==> config.mk <==
export PLATFORM = sky130hd
export DESIGN_NAME = pc_sequencer
export DESIGN_NICKNAME = d
export VERILOG_FILES = /design/src/rtl/pc_sequencer.sv
export SDC_FILE = /design/constraint.sdc
export NUM_CORES = 1
export LEC_CHECK = 0
export ABC_CLOCK_PERIOD_IN_PS = 7000
export CAP_MARGIN = 10
export CORE_UTILIZATION = 34
export DETAILED_ROUTE_END_ITERATION = 16
export HOLD_SLACK_MARGIN = 0.02
export PLACE_DENSITY_LB_ADDON = 0.08
export SLEW_MARGIN = 40
export SYNTH_ARGS = -nofsm -noshare
export SYNTH_HDL_FRONTEND = slang
export SYNTH_SLANG_ARGS = --single-unit
==> constraint.sdc <==
create_clock -name clk -period 7 [get_ports clk]
set_clock_uncertainty 0.2 [all_clocks]
set_input_delay 2.1 -clock clk [delete_from_list [all_inputs] [get_ports clk]]
set_output_delay 2.1 -clock clk [all_outputs]
set_load 0.01 [all_outputs]
==> src/rtl/pc_sequencer.sv <==
// rtl/pc_sequencer.sv - fetch-stage PC sequencer with stall, redirect and circular return-address stack
// Optional feature macro: PC_ALIGN_CHECK_EN (forces redirect targets to STEP alignment, pulses misalign)
module pc_sequencer #(
    parameter int               WIDTH     = 32,
    parameter logic [WIDTH-1:0] RESET_VEC = WIDTH'(32'h00001000),
    parameter int               STEP      = 4,
    parameter int               RAS_DEPTH = 4
) (
    input  logic                             clk,
    input  logic                             resetPC,
    input  logic                             stall,
    input  logic                             branch_taken,
    input  logic [WIDTH-1:0]                 branch_target,
    input  logic                             call,
    input  logic                             ret,
    output logic [WIDTH-1:0]                 pc,
    output logic [$clog2(RAS_DEPTH+1)-1:0]   ras_count,
    output logic                             ras_overflow,
    output logic                             ras_underflow,
    output logic                             misalign
);

    localparam int PW = $clog2(RAS_DEPTH);
    localparam int CW = $clog2(RAS_DEPTH + 1);

    logic [WIDTH-1:0] ras_mem [RAS_DEPTH];
    logic [PW-1:0]    ptr, ptr_pop, ptr_nxt;
    logic [CW-1:0]    cnt_pop, cnt_nxt;
    logic [WIDTH-1:0] link, target, pc_nxt;
    logic             do_pop, redirect, full_push, mis_nxt;

    // ptr is the next free slot; the top of stack lives at ptr-1
    always_comb begin
        link      = pc + WIDTH'(STEP);
        do_pop    = ret && (ras_count != '0);
        redirect  = do_pop || branch_taken;
        target    = do_pop ? ras_mem[ptr - PW'(1)] : branch_target;
`ifdef PC_ALIGN_CHECK_EN
        mis_nxt   = redirect && (|(target & WIDTH'(STEP - 1)));
        pc_nxt    = redirect ? (target & ~WIDTH'(STEP - 1)) : link;
`else
        mis_nxt   = 1'b0;
        pc_nxt    = redirect ? target : link;
`endif
        ptr_pop   = do_pop ? ptr - PW'(1) : ptr;
        cnt_pop   = do_pop ? ras_count - CW'(1) : ras_count;
        // a push into a full stack lands on the oldest entry, which is exactly ptr_pop
        full_push = call && (cnt_pop == CW'(RAS_DEPTH));
        ptr_nxt   = call ? ptr_pop + PW'(1) : ptr_pop;
        cnt_nxt   = (call && !full_push) ? cnt_pop + CW'(1) : cnt_pop;
    end

    always_ff @(posedge clk) begin
        if (resetPC) begin
            pc            <= RESET_VEC;
            ptr           <= '0;
            ras_count     <= '0;
            ras_overflow  <= 1'b0;
            ras_underflow <= 1'b0;
        end else if (stall) begin
            ras_underflow <= 1'b0;
        end else begin
            pc            <= pc_nxt;
            ptr           <= ptr_nxt;
            ras_count     <= cnt_nxt;
            ras_underflow <= ret && (ras_count == '0);
            if (full_push)
                ras_overflow <= 1'b1;
        end
    end

    always_ff @(posedge clk) begin
        if (!resetPC && !stall && call)
            ras_mem[ptr_pop] <= link;
    end

`ifdef PC_ALIGN_CHECK_EN
    always_ff @(posedge clk) begin
        if (resetPC || stall)
            misalign <= 1'b0;
        else
            misalign <= mis_nxt;
    end
`else
    assign misalign = 1'b0;
`endif

endmodule

==> results of run 1 <==
[synth_stat cells, types with 16 or more instances]
| master | number | area [um2] |
|---|---|---|
| a21oi_1 | 30 | 150.1 |
| clkbuf_1 | 25 | 93.84 |
| dfxtp_1 | 39 | 780.8 |
| edfxtp_1 | 128 | 3844 |
| inv_1 | 17 | 63.81 |
| mux2i_1 | 19 | 190.2 |
| mux4_2 | 24 | 540.5 |
| nand2_1 | 50 | 187.7 |
| nand3_1 | 16 | 80.08 |
| nor2_1 | 32 | 120.1 |
| o21ai_0 | 21 | 105.1 |
| xnor2_1 | 26 | 227.7 |
[cell families after synthesis]
| group | Yosys count | share of synthesized area |
|---|---|---|
| buf+inv | 66 | 0.04543 |
| xor+xnor | 33 | 0.03695 |
| mux | 46 | 0.09966 |
| compound gates | 124 | 0.1083 |
| fa+ha+maj | 4 | 0.006399 |
| simple gates | 165 | 0.1115 |
| other cells | 1 | 0.0004795 |
| flops | 167 | 0.5913 |
[layer usage]
layer,part of all wire,track usage,vias to the layer above
met5,0,0,-
met4,0.021,0.06952,0
met3,0.051,0.03777,29
met2,0.49,0.3407,188
met1,0.43,0.2650,2728
li1,-,-,2463
[flip-flops by register name, indices dropped and copies added (netlist names)]
register,flops
ras_count,3
pc,32
ras_mem,128
ras_overflow,1
ptr,2
ras_underflow,1
[power breakdown]
group          internal, mW  total, mW  leakage (nW)  switching, mW
clock network         0.638       1.04         0.308          0.406
registers              1.12       1.18          1.50         0.0554
logic                 0.179      0.398          1.21          0.219
[stage by stage]
stage / cell area, um2 / hold WS (ps) / std cells
CTS: 9478 / 299.7 / 967
global placement: 8807 / 291.8 / 934
floorplan: 7821 / 283.7 / 606
global route: 9478 / 320.1 / 967
finish: 9478 / 293.0 / 967
detailed placement: 8827 / 289.3 / 935
[cell type report]
type,instances,area [um2]
multi-input cells,373,2874
fillers,2156,13090
flip-flops and latches,167,4627
repair buffers,92,888.4
clock inverters,14,221.5
well taps,285,356.6
clock buffers,18,429.2
inverters,18,81.33
[path summary, 6_finish.rpt]
path	from	to	cells past startpoint
hold reg to reg	pc[29]	pc[29]	1
hold / removal	pc[29]	pc[29]	1
setup / recovery	ret	ras_mem[2][14]	7
setup reg to reg	ras_count[0]	ras_mem[2][14]	9
[worst max-delay path, stage by stage]
cell and delay, ps:
clkdlybuf4s50_1 480, nor2b_4 260, buf_4 250, nand2b_1 140
nand4_1 230, nor2_4 620, buf_4 430
[placed cells by master (no fill, tap or decap), types with 7 or more instances in the layout]
cell type        Yosys  routed
nor4_1              10      10
o22ai_1             10      10
a21oi_1             30      30
dfxtp_1             39      37
inv_1               17      17
xnor2_1             26      26
nand3_1             16      16
edfxtp_1           128     128
clkdlybuf4s50_1      0      74
nand2_1             50      50
buf_4                4      17
mux2i_1             19      19
nor2_1              32      30
o221ai_1             7       7
mux4_2              24      24
nand4_1             11      11
xor2_1               7       7
o21ai_0             21      21
clkbuf_16            0      17
==> summary.txt, run 1 <==
average cell area after synthesis - 12.91 um2
syn nets - 648
# hold bufs at CTS - 0
vias - 5,408
fin crit period - 4674 ps
number of antenna diodes - 0
Core Rows - 55
DR WL/cell - 23.89 um
Final TNS setup - 0 ps
final hold violations - 0
Vias/cell - 5.593
power after layout - 2.620 mW
fin util - 0.4199
Die Footprint - 23,610 um2
CTS Sinks - 167
Max-Cap Viols - 0
RSZ-0062 raised after global routing - no
Post-Syn Instances - 606
slew margin rel. - 0.4782
layout cell share with drive strength beyond 1 - 0.1452
DPL Wire Length - 15,540 um
CTS buffer count - 17
CTS tree - built
IO Pins - 76
worst skew pair latency - 430 ps
Die Height - 153.7 um
H-tree depth - 4
Setup Viol. Count Final - 0
final net count - 711
Period Utilization, post-route - 0.6678
Worst Setup Slack, final - 2326 ps
sequential area share after synthesis - 0.5913
Worst EP arrival - 4570 ps
Overall Global Routing Usage - 0.2036
Post-CTS Setup Repair Bufs - 0
EDFF count, synth - 128
Crit path required time - 6900 ps
post-synthesis sequential element count - 167
run status - complete, no violations
count of pins over their slew limit - 0
number of antenna violations at the first check in global routing - 0
GRT overflow - 0
Worst Setup Start Kind - input port
Critical Path Fanout Max - 20
Worst-path clk slew - 70 ps
Core Region - 22,570 um2
Remaining DRCs - 0
async set-or-reset flop fraction in the synthesized netlist - 0
first-pass GRT wire length - 35,050 um
DIE WIDTH - 153.7 um
Antenna Nets Post-Route - 0
initial DRC count - 431
placer congestion estimate - 0.7924
Top FF cell, synth - edfxtp_1
LEAKAGE - 3.021 nW
Hold Path Class - flip-flop to flip-flop
final WL - 23,100 um
Clock Path Buffers - 2
Pre-Repair DR Iteration Count - 5
largest net degree at the start of global routing - 43
synth-to-layout area growth - 21.18%
peak supply drop - 0.1565 mV
r2r setup slk - 3520 ps
Post-Syn Area - 7821 um2
fmax - 213.9 MHz
CTS root buf - clkbuf_16
PortBufs - 74
Worst-Margin Slew - 775.5 ps
CP endpoint kind - flip-flop
cts repair resizes - 0
Warnings, synthesis - 0
DP Worst Slack - 1897 ps
Unique masters post-synth - 69
worst setup path class - input port to flip-flop
Initial Util - 0.3465
vias in the first global route - 5,539
power per cell area - 276.4 nW/um2
Power figures use the tool's default switching activity.
==> run 2, diff against run 1 <==
--- a/config.mk
+++ b/config.mk
@@ -5,7 +5,7 @@
 export SDC_FILE = /design/constraint.sdc
 export NUM_CORES = 1
 export LEC_CHECK = 0
-export ABC_CLOCK_PERIOD_IN_PS = 7000
+export ABC_CLOCK_PERIOD_IN_PS = 4600
 export CAP_MARGIN = 10
 export CORE_UTILIZATION = 34
 export DETAILED_ROUTE_END_ITERATION = 16
==> constraint.sdc (replaced) <==
create_clock -name clk -period 4.6 [get_ports clk]
set_clock_uncertainty 0.2 [all_clocks]
set_input_delay 1.38 -clock clk [delete_from_list [all_inputs] [get_ports clk]]
set_output_delay 1.38 -clock clk [all_outputs]
set_load 0.01 [all_outputs]
==> run 2 against run 1 <==
  * Core utilization is 0.12 points higher
  * Non-clock buffer count is 4 higher
  * First-iteration DRC count is 1.6% lower
  * Critical endpoint is now ras_mem[0][23]
  * Sequential share of layout area is 0.12 points lower
  * Critical path depth is 2 lower
  * Highest routed layer unchanged
  * Register-to-register slack worse by 1900 ps
  * Final cell count is 0.41% higher
  * Global-route usage is 0.90 points lower
  * Hold slack worse by 2.2 ps
  * Clock-buffer cell count is 1 higher
  * Via count is 0.44% lower
  * Routed wire length is 4.6% lower
==> summary.txt, run 2 (synthesis results as in run 1) <==
clock share of power - 0.392 (was 0.398)
final cell count without fillers - 971 (was 967)
synth-to-layout area growth - 21.53% (was 21.18%)
slew margin rel. - 0.5495 (was 0.4782)
LEAKAGE - 3.043 nW (was 3.021 nW)
Sw Ratio - 0.2589 (was 0.2597)
vias - 5,384 (was 5,408)
number of antenna diodes - 0 (unchanged)
number of antenna violations at the first check in global routing - 0 (unchanged)
NetSw - 1.017 mW (was 0.6803 mW)
Overall Global Routing Usage - 0.1946 (was 0.2036)
hold slack - 290.9 ps (was 293.0 ps)
first-pass GRT wire length - 33,790 um (was 35,050 um)
RSZ-0062 raised after global routing - no (unchanged)
max FFs per register - 128 (unchanged)
Core Region - 22,570 um2 (unchanged)
placed cell count - 939 (was 935)
# hold bufs at CTS - 0 (unchanged)
fin crit period - 3482 ps
Endpoint, Worst Hold - ras_overflow (was pc[29])
peak supply drop - 0.2480 mV (was 0.1565 mV)
IO Pins - 76 (unchanged)
CP endpoint kind - flip-flop (unchanged)
Post-CTS Setup Repair Bufs - 0 (unchanged)
CTS tree - built (unchanged)
Pre-Repair DR Iteration Count - 5 (unchanged)
final net count - 715 (was 711)
Period Utilization, post-route - 0.7571
PortBufs - 74 (unchanged)
Setup Viol. Count Final - 0 (unchanged)
DPL Wire Length - 14,990 um (was 15,540 um)
power per cell area - 413.5 nW/um2 (was 276.4 nW/um2)
fmax - 287.2 MHz
Core Rows - 55 (unchanged)
Remaining DRCs - 0 (unchanged)
final WL - 22,040 um (was 23,100 um)
final hold violations - 0 (unchanged)
GRT overflow - 0 (unchanged)
R2R depth - 8 (was 9)
Vias/cell - 5.545 (was 5.593)
largest net degree at the start of global routing - 45 (was 43)
share of power burned in registers - 0.459 (was 0.450)
CTS Sinks - 167 (unchanged)
DR WL/cell - 22.70 um (was 23.89 um)
design internal power - 2.913 mW (was 1.940 mW)
Worst Setup Start Kind - input port (unchanged)
Clock Path Buffers - 2 (unchanged)
Antenna Nets Post-Route - 0 (unchanged)
cts repair resizes - 0 (unchanged)
Hold Path Class - flip-flop to flip-flop (unchanged)
Largest Register - ras_mem (unchanged)
initial DRC count - 424 (was 431)
H-tree depth - 4 (unchanged)
layout cell share with drive strength beyond 1 - 0.1516 (was 0.1452)
CTS root buf - clkbuf_16 (unchanged)
commonest non-fill, non-tap cell in the layout - edfxtp_1 (unchanged)
r2r setup slk - 1630 ps (was 3520 ps)
largest registers - ras_mem: 128 flops, pc: 32 flops, ras_count: 3 flops (unchanged)
count of pins over their slew limit - 0 (unchanged)
Final TNS setup - 0 ps (unchanged)
Max-Cap Viols - 0 (unchanged)
combinational fraction of design power - 0.149 (was 0.152)
CTS buffer count - 17 (unchanged)
Hold Crit Start - ras_overflow (was pc[29])
worst setup path class - input port to flip-flop (unchanged)
Die Height - 153.7 um (unchanged)
Initial Util - 0.3465 (unchanged)
worst hold path cell count - 2 (was 1)
DIE WIDTH - 153.7 um (unchanged)
Crit path required time - 4500 ps (was 6900 ps)
worst skew pair latency - 430 ps (about the same)
vias in the first global route - 5,510 (was 5,539)
Worst-path clk slew - 60 ps (was 70 ps)
Worst EP arrival - 3380 ps (was 4570 ps)
Die Footprint - 23,610 um2 (unchanged)
Worst-Margin Slew - 669.6 ps (was 775.5 ps)
Critical Path Fanout Max - 17 (was 20)
end of the worst register-to-register path - ras_mem[0][23] (was ras_mem[2][14])
most frequent cells in the layout - edfxtp_1, clkdlybuf4s50_1, nand2_1 (unchanged)
run status - complete, no violations (unchanged)
placer congestion estimate - 0.8423 (was 0.7924)
FF-to-FF Start - ras_count[0] (unchanged)
[run 2: changes by cell type in the layout (fill, tap and decap cells not counted), sizes merged]
cell	change
buf	+4
bufinv	-1
clkbuf	+1
clkinv	+1
inv	-1
[run 2: how the worst max path moves through the flow]
| stage | startpoint | endpoint | slack [ps] | cells after the start |
|---|---|---|---|---|
| final | resetPC | ras_mem[0][23] | 1120 | 5 |
| after global routing | ret | ras_count[2] | 980 | 7 |
| after CTS | resetPC | ras_mem[0][23] | 1090 | 5 |
| after detailed placement | resetPC | ras_mem[0][16] | 640 | 5 |
| after global placement | resetPC | ras_mem[0][28] | 680 | 5 |
| after floorplan | ret | ras_mem[3][0] | 630 | 5 |
[run 2: power by group through the flow]
stage,logic (mW),registers (mW),clock network [mW]
floorplan,0.376,1.80,0
global placement,0.584,1.84,0
detailed placement,0.589,1.84,0
CTS,0.592,1.81,1.57
global route,0.638,1.81,1.63
finish,0.585,1.80,1.54
[run 2: final cells by class]
cell class | instances | area, um2
repair buffers | 96 | 905.9
clock buffers | 19 | 442.9
multi-input cells | 373 | 2893
inverters | 18 | 81.33
well taps | 285 | 356.6
fillers | 2096 | 13070
clock inverters | 13 | 196.4
flip-flops and latches | 167 | 4629
[run 2: critical path, stage by stage]
cell	delay [ps]
clkdlybuf4s50_1	560
nor2_1	250
nand4_1	260
nor2_4	510
buf_4	410
[run 2: per-stage QoR]
stage | power (mW) | worst slack (ps) | util | area (um2)
2_1_floorplan | 2.178 | 626.0 | - | 7831
3_3_place_gp | 2.420 | 680.2 | 0.3927 | 8864
3_5_place_dp | 2.427 | 643.4 | 0.3928 | 8866
4_1_cts | 3.971 | 1088 | 0.4211 | 9505
5_1_grt | 4.086 | 977.7 | 0.4211 | 9505
6_report | 3.931 | 1118 | 0.4211 | 9505
[run 2: per-layer routing]
metal	track usage	vias to the layer above	share of wire
met5	0	-	0
met4	0.05238	0	0.010
met3	0.03354	17	0.043
met2	0.3277	147	0.49
met1	0.2585	2739	0.46
li1	-	2481	-
